===== src/rtl/bp_pkg.sv =====
// Shared definitions for the gshare/BTB branch predictor: counter encodings,
// controller states and the PC field extraction used for BTB index and tag.
package bp_pkg;

  localparam int unsigned BP_DBITS = 32;

  localparam logic [1:0] PHT_SNT = 2'd0;
  localparam logic [1:0] PHT_WNT = 2'd1;
  localparam logic [1:0] PHT_WT  = 2'd2;
  localparam logic [1:0] PHT_ST  = 2'd3;

  typedef enum logic {
    BP_INIT = 1'b0,
    BP_RUN  = 1'b1
  } bp_state_e;

  // Callers truncate the result to the index or tag width they need.
  function automatic logic [BP_DBITS-1:0] bp_pc_field(input logic [BP_DBITS-1:0] pc,
                                                      input int unsigned       lsb);
    return pc >> lsb;
  endfunction

endpackage


===== src/rtl/bp_sat_ctr2.sv =====
// Next-state logic of a 2-bit saturating direction counter (SNT..ST).
module bp_sat_ctr2
  import bp_pkg::*;
(
  input  logic [1:0] cnt_i,
  input  logic       inc_i,
  output logic [1:0] cnt_o
);

  always_comb begin
    cnt_o = cnt_i;
    case (cnt_i)
      PHT_SNT: cnt_o = inc_i ? PHT_WNT : PHT_SNT;
      PHT_WNT: cnt_o = inc_i ? PHT_WT  : PHT_SNT;
      PHT_WT:  cnt_o = inc_i ? PHT_ST  : PHT_WNT;
      PHT_ST:  cnt_o = inc_i ? PHT_ST  : PHT_WT;
      default: cnt_o = cnt_i;
    endcase
  end

endmodule


===== src/rtl/gshare_btb_predictor.sv =====
// Gshare direction predictor with a tagged direct-mapped BTB, speculative GHR
// with mispredict repair, post-reset table sweep and saturating perf counters.
module gshare_btb_predictor
  import bp_pkg::*;
#(
  parameter int unsigned DBITS        = BP_DBITS,
  parameter int unsigned HIST_BITS    = 8,
  parameter int unsigned BTB_IDX_BITS = 4,
  parameter int unsigned TAG_BITS     = 26,
  parameter int unsigned PERF_BITS    = 32
) (
  input  logic                 clk,
  input  logic                 reset,
  input  logic                 pred_valid_i,
  input  logic [DBITS-1:0]     pred_pc_i,
  output logic                 pred_ready_o,
  output logic                 pred_taken_o,
  output logic [DBITS-1:0]     pred_target_o,
  output logic [HIST_BITS-1:0] pred_hist_o,
  input  logic                 upd_valid_i,
  input  logic [DBITS-1:0]     upd_pc_i,
  input  logic [HIST_BITS-1:0] upd_hist_i,
  input  logic                 upd_taken_i,
  input  logic [DBITS-1:0]     upd_target_i,
  input  logic                 upd_mispred_i,
  output logic [PERF_BITS-1:0] perf_lookups_o,
  output logic [PERF_BITS-1:0] perf_mispred_o
);

  localparam int unsigned PHT_N     = 2 ** HIST_BITS;
  localparam int unsigned BTB_N     = 2 ** BTB_IDX_BITS;
  localparam int unsigned INIT_BITS = (HIST_BITS > BTB_IDX_BITS) ? HIST_BITS : BTB_IDX_BITS;
  localparam int unsigned INIT_LAST = ((PHT_N > BTB_N) ? PHT_N : BTB_N) - 1;

  bp_state_e              state_q, state_d;
  logic [INIT_BITS-1:0]   init_idx_q, init_idx_d;
  logic [31:0]            init_idx_ext_s;
  logic [HIST_BITS-1:0]   ghr_q, ghr_d;
  logic [PERF_BITS-1:0]   perf_lk_q, perf_lk_d;
  logic [PERF_BITS-1:0]   perf_mp_q, perf_mp_d;

  logic [1:0]             pht_q [PHT_N];
  logic                   btb_valid_q [BTB_N];
  logic [TAG_BITS-1:0]    btb_tag_q [BTB_N];
  logic [DBITS-1:0]       btb_target_q [BTB_N];

  logic                   run_s;
  logic [HIST_BITS-1:0]   pidx_s, uidx_s, pht_widx_s;
  logic [BTB_IDX_BITS-1:0] pbidx_s, ubidx_s, btb_widx_s;
  logic [TAG_BITS-1:0]    ptag_s, utag_s, btb_wtag_s;
  logic                   hit_s, taken_s;
  logic [1:0]             pht_cur_s, pht_next_s, pht_wdata_s;
  logic                   pht_we_s, btb_we_s, btb_wvalid_s;
  logic [DBITS-1:0]       btb_wtarget_s;

  assign run_s          = (state_q == BP_RUN);
  assign init_idx_ext_s = 32'(init_idx_q);

  // Lookup path: pure read of the current tables and GHR.
  always_comb begin
    pidx_s  = pred_pc_i[HIST_BITS+1:2] ^ ghr_q;
    pbidx_s = BTB_IDX_BITS'(bp_pc_field(BP_DBITS'(pred_pc_i), 32'd2));
    ptag_s  = TAG_BITS'(bp_pc_field(BP_DBITS'(pred_pc_i), BTB_IDX_BITS + 32'd2));
    hit_s   = run_s && btb_valid_q[pbidx_s] && (btb_tag_q[pbidx_s] == ptag_s);
    taken_s = hit_s && pht_q[pidx_s][1];
    pred_ready_o  = run_s;
    pred_taken_o  = taken_s;
    pred_target_o = taken_s ? btb_target_q[pbidx_s] : (pred_pc_i + DBITS'(4));
    pred_hist_o   = ghr_q;
  end

  assign uidx_s    = upd_pc_i[HIST_BITS+1:2] ^ upd_hist_i;
  assign ubidx_s   = BTB_IDX_BITS'(bp_pc_field(BP_DBITS'(upd_pc_i), 32'd2));
  assign utag_s    = TAG_BITS'(bp_pc_field(BP_DBITS'(upd_pc_i), BTB_IDX_BITS + 32'd2));
  assign pht_cur_s = pht_q[uidx_s];

  bp_sat_ctr2 u_upd_ctr (
    .cnt_i (pht_cur_s),
    .inc_i (upd_taken_i),
    .cnt_o (pht_next_s)
  );

  // Controller next state: sweep counter, GHR and perf counters.
  always_comb begin
    state_d    = state_q;
    init_idx_d = init_idx_q;
    ghr_d      = ghr_q;
    perf_lk_d  = perf_lk_q;
    perf_mp_d  = perf_mp_q;
    case (state_q)
      BP_INIT: begin
        init_idx_d = init_idx_q + INIT_BITS'(1);
        if (init_idx_q == INIT_BITS'(INIT_LAST)) begin
          state_d = BP_RUN;
        end else begin
          state_d = BP_INIT;
        end
      end
      BP_RUN: begin
        // Repair from the resolved branch wins over this cycle's speculative shift.
        if (upd_valid_i && upd_mispred_i) begin
          ghr_d = {upd_hist_i[HIST_BITS-2:0], upd_taken_i};
        end else if (pred_valid_i && hit_s) begin
          ghr_d = {ghr_q[HIST_BITS-2:0], taken_s};
        end else begin
          ghr_d = ghr_q;
        end
        if (pred_valid_i && (perf_lk_q != {PERF_BITS{1'b1}})) begin
          perf_lk_d = perf_lk_q + PERF_BITS'(1);
        end else begin
          perf_lk_d = perf_lk_q;
        end
        if (upd_valid_i && upd_mispred_i && (perf_mp_q != {PERF_BITS{1'b1}})) begin
          perf_mp_d = perf_mp_q + PERF_BITS'(1);
        end else begin
          perf_mp_d = perf_mp_q;
        end
      end
      default: state_d = BP_INIT;
    endcase
  end

  // Table write selection: sweep entries during INIT, resolved branches during RUN.
  always_comb begin
    pht_we_s      = 1'b0;
    pht_widx_s    = uidx_s;
    pht_wdata_s   = pht_next_s;
    btb_we_s      = 1'b0;
    btb_widx_s    = ubidx_s;
    btb_wvalid_s  = 1'b1;
    btb_wtag_s    = utag_s;
    btb_wtarget_s = upd_target_i;
    if (state_q == BP_INIT) begin
      pht_we_s      = (init_idx_ext_s < PHT_N);
      pht_widx_s    = init_idx_q[HIST_BITS-1:0];
      pht_wdata_s   = PHT_WNT;
      btb_we_s      = (init_idx_ext_s < BTB_N);
      btb_widx_s    = init_idx_q[BTB_IDX_BITS-1:0];
      btb_wvalid_s  = 1'b0;
      btb_wtag_s    = '0;
      btb_wtarget_s = '0;
    end else begin
      pht_we_s = upd_valid_i;
      btb_we_s = upd_valid_i && upd_taken_i;
    end
  end

  // Controller registers with synchronous active-low reset.
  always_ff @(posedge clk) begin
    if (!reset) begin
      state_q    <= BP_INIT;
      init_idx_q <= '0;
      ghr_q      <= '0;
      perf_lk_q  <= '0;
      perf_mp_q  <= '0;
    end else begin
      state_q    <= state_d;
      init_idx_q <= init_idx_d;
      ghr_q      <= ghr_d;
      perf_lk_q  <= perf_lk_d;
      perf_mp_q  <= perf_mp_d;
    end
  end

  // Table storage; contents are established by the sweep rather than by reset.
  always_ff @(posedge clk) begin
    if (reset && pht_we_s) begin
      pht_q[pht_widx_s] <= pht_wdata_s;
    end
    if (reset && btb_we_s) begin
      btb_valid_q[btb_widx_s]  <= btb_wvalid_s;
      btb_tag_q[btb_widx_s]    <= btb_wtag_s;
      btb_target_q[btb_widx_s] <= btb_wtarget_s;
    end
  end

  assign perf_lookups_o = perf_lk_q;
  assign perf_mispred_o = perf_mp_q;

endmodule


===== config.mk =====
export PLATFORM = sky130hd
export DESIGN_NAME = gshare_btb_predictor
export DESIGN_NICKNAME = d
export VERILOG_FILES = /design/src/rtl/bp_pkg.sv /design/src/rtl/bp_sat_ctr2.sv /design/src/rtl/gshare_btb_predictor.sv
export SDC_FILE = /design/constraint.sdc
export NUM_CORES = 2
export LEC_CHECK = 0
export BUFFER_PORTS_ARGS = -buffer_cell sky130_fd_sc_hd__buf_4
export CAP_MARGIN = 20
export CORE_UTILIZATION = 40
export DETAILED_ROUTE_END_ITERATION = 12
export PLACE_DENSITY_LB_ADDON = 0.1
export REMOVE_ABC_BUFFERS = 1
export SYNTH_ARGS = -nofsm -noshare
export SYNTH_HDL_FRONTEND = slang
export SYNTH_SLANG_ARGS = --single-unit

===== constraint.sdc =====
create_clock -name clk -period 36.9 [get_ports clk]
set_input_delay 7.38 -clock clk [delete_from_list [all_inputs] [get_ports clk]]
set_output_delay 7.38 -clock clk [all_outputs]
set_load 0.05 [all_outputs]

==> run summary <==
The number of placed instances, taps included, is 6051. The cell sitting at the root of the clock tree is a clkbuf_16. The design area is 0.0747 mm². The worst vdd rail ir drop is 0.0483 mV. The combinational share of power is 0.068.

The starting density of the core is 0.404. In this run the tightest slew margin relative to its limit is 0.243. For the final database, setup skew stands at 29.5 ps. For this run, the register share of the synthesized area comes to 0.697. The critical path data required time is 29520 ps. Among all flip-flop cells after synthesis, the most frequent one is edfxtp_1. The clock slew at the register clock pins of the worst setup and hold paths is 60 ps. The post-placement cell area is 0.0693 mm². Summing over every cut layer, the via total after detailed routing is 36500. The number of warning messages in the yosys log is 0.

After the last flow step, the layout net total stands at 4179. The path class of the tightest hold or removal check is reg2reg. Setup violations remaining at the end of the flow were counted as 0. For this design the top-level I/O count stands at 216. The width of the die is 405 µm.

The power density over cell area came out at 51.0 mW/mm². The total congestion overflow came out at 0. The number of non-filler instances in the completed layout is 6353. At the pin with the least slew margin, the transition time is 1130 ps. The routed length per instance came out at 29.6 µm.

The half-perimeter wire length after detailed placement is 108 mm. In the final layout, the share of cells above drive strength 1 is 0.237. Compared with the post-synthesis result, the final layout area differs by 14.9%. The share of async-settable or async-resettable flops after synthesis is 0. Counting flops and latches in the post-synthesis netlist gives 1537. The post-cts sizing count is 0. The register share of total power is 0.498. The placeable core region came out at 0.161 mm². The synthesized design contains 1456 enable-type register cells. The floorplan step defined a die boundary enclosing 0.164 mm². The detailed router finished its first iteration with 3137 violations. Entering global routing, the biggest net connects 257 pins. The number of max-cap violations came out at 0.

The met2 usage in global routing is 0.377. The switching power total came out at 860 µW. The number of buffers inserted to repair setup after CTS came out at 0.

The initialized floorplan defines 147 standard-cell rows. The hold-fix buffer count after cts came out at 0. The flow ran to the end, and the final reports show no timing, DRC or antenna violations. The clock insertion delay at the later pin of the skew report is 790 ps. The achievable frequency came out at 48.1 MHz. For the finished layout, the period the worst path requires is 20800 ps.

At the worst endpoint, the arrival time is 13420 ps. The wire length of the first global-routing pass is 269 mm. The global routing met3 resource utilization came out at 0.0388.

The area share of the largest cell type after synthesis is 0.672. The number of input and output port buffers inserted is 213. Of the total power, the share spent switching nets is 0.226. TritonCTS built the clock tree. The worst setup path is captured at an output pin. The overall track demand over capacity in global routing came out at 0.230.

The post-route fraction of the period consumed by the critical path came out at 0.564. The fill cell total of the finished layout is 13900. The number of clock buffers added by TritonCTS is 170.

The final number of hold-violating endpoints is 0. Each instance of the synthesized netlist takes up on average 17.0 µm². For this design the static power due to leakage is 25.1 nW. Once detail routing completed, the nets flagged for antenna violations numbered 0. The met1 usage is 0.317.

The worst slack on hold paths is 520 ps. Setup repair after global routing left no endpoint under its margin. The portion of total power attributed to the clock network came out at 0.434. Synthesis produced a netlist whose cell count is 3816. The post-route worst setup slack came out at 16100 ps. Leaving out fill and tap cells, the most frequent cell in the layout is edfxtp_1.

The most heavily used metal layer in global routing is met2. The top cell types in the final layout, fill and taps aside, are 1456 x edfxtp_1, 367 x nor2_1, 358 x mux4_2, 293 x buf_4, 235 x nand2_1. OpenSTA, run right after detailed placement, puts the worst setup slack at 16060 ps. The vertical extent of the die is 405 µm. For this block, the routed nets add up to 188 mm of wire. For this design, the sink count on the clock tree is 1537. The internal portion of the total power is 2.95 mW.

The number of distinct library cells after synthesis came out at 81. STA classifies the critical path startpoint as a primary input. The via count of the first global-routing pass is 36900. The number of antenna violations at the first check in global routing is 8. For the final routed database, the setup TNS stands at 0 ps. The number of buffers between clock root and the deepest sink is 3. The number of slew-limit violations in the final report is 0. The share of the core filled with cells in the final layout is 0.464. The post-synthesis instance area came out at 0.0651 mm².

Routability-driven placement finished with a final weighted congestion of 0.906. The total power is 3.82 mW. The H-tree was split into 4 levels. The pre-antenna-repair detailed-routing pass consisted of 8 iterations. The synthesized design spends more area on one cell type than any other, namely edfxtp_1.

The maximum net fanout on the critical path came out at 50. After synthesis, the cell types taking the most area are edfxtp_1 67%, mux4_2 12%, mux2i_1 2.5%, dfxtp_1 2.5%, nor2_1 2.2%. The post-detailed-route via-to-cell ratio came out at 5.74. The critical path in this run is classified as in2out.

The number of design rule violations left after detail routing is 0.
[cell type report]
| cell class | count | area (µm²) | share of cell area |
|---|---|---|---|
| inverter | 36 | 136 | 0.00182 |
| antenna | 1 | 2.50 | 0.0000335 |
| clock buffer | 216 | 4530 | 0.0607 |
| multi-input combinational | 2019 | 18800 | 0.252 |
| sequential | 1537 | 45300 | 0.607 |
| clock inverter | 83 | 873 | 0.0117 |
| timing repair buffer | 301 | 2340 | 0.0313 |
| tap | 2160 | 2700 | 0.0362 |
[final timing paths]
kind         slack, ps               start                  to  depth (start not counted)
max              16100        pred_pc_i[2]   pred_target_o[13]                         12
max reg2reg      32500        pred_ready_o    btb_tag_q[5][18]                          8
min                520  perf_lookups_o[18]  perf_lookups_o[18]                          2
min reg2reg        520  perf_lookups_o[18]  perf_lookups_o[18]                          2
[registers in the layout (all words and copies together) (netlist names)]
name and flops:
btb_target_q 512, pht_q 512, btb_tag_q 416, perf_lookups_o 32, perf_mispred_o 32, btb_valid_q 16, init_idx_q 8, pred_hist_o 8
pred_ready_o 1
[logic make-up (layout without fill, tap and decap cells)]
group | count (synthesis) | count (layout) | synth area share
XOR/XNOR | 131 | 131 | 0.0180
adder cells (fa/ha/maj) | 4 | 4 | 0.000769
multiplexers | 575 | 575 | 0.160
AO/OA/AOI/OAI | 354 | 354 | 0.0388
flip-flops | 1537 | 1537 | 0.697
AND/OR/NAND/NOR | 955 | 955 | 0.0665
buffers and inverters | 260 | 636 | 0.0193
other | 0 | 1 | 0
[power by group through the flow]
stage                     logic (mW)  clock network (mW)  registers, mW
after floorplan                0.155                   0           1.94
after global placement         0.262                   0           1.94
after detailed placement       0.261                   0           1.94
after CTS                      0.262                1.69           1.90
after global routing           0.273                1.76           1.90
final                          0.260                1.66           1.90
[synth_stat cells, types with 12 or more instances]
cell type,instances
clkbuf_1,132
mux2_2,42
or3_1,12
edfxtp_1,1456
buf_2,39
buf_4,24
o21ai_0,59
a22oi_1,45
o22ai_1,30
buf_6,16
dfxtp_1,81
and4_1,13
nand3_1,98
and2_1,94
inv_1,33
o2111ai_1,18
nand2_1,244
mux2i_1,163
nor2_1,386
xor2_1,54
nand4_1,23
mux4_2,358
a221oi_1,42
o211ai_1,12
nor3_1,17
a31oi_1,30
and3_1,28
nor2b_1,12
xnor2_1,74
a21oi_1,35
[routing by layer]
metal / share of wire / up-vias
met1: 0.42 / 19200
met2: 0.49 / 1292
met5: 0.00018 / -
met4: 0.024 / 4
met3: 0.065 / 270
li1: - / 15700
[critical path: stages]
cell     delay, ps
buf_8          380
buf_4          670
mux4_1         670
mux2i_1        430
xnor2_1        130
nor2_1         140
a41oi_1        150
or3_4          450
nor4b_4        980
nand3_4        980
mux2_1         700
buf_4          210
Note: power is estimated with default switching activity, not from simulation.
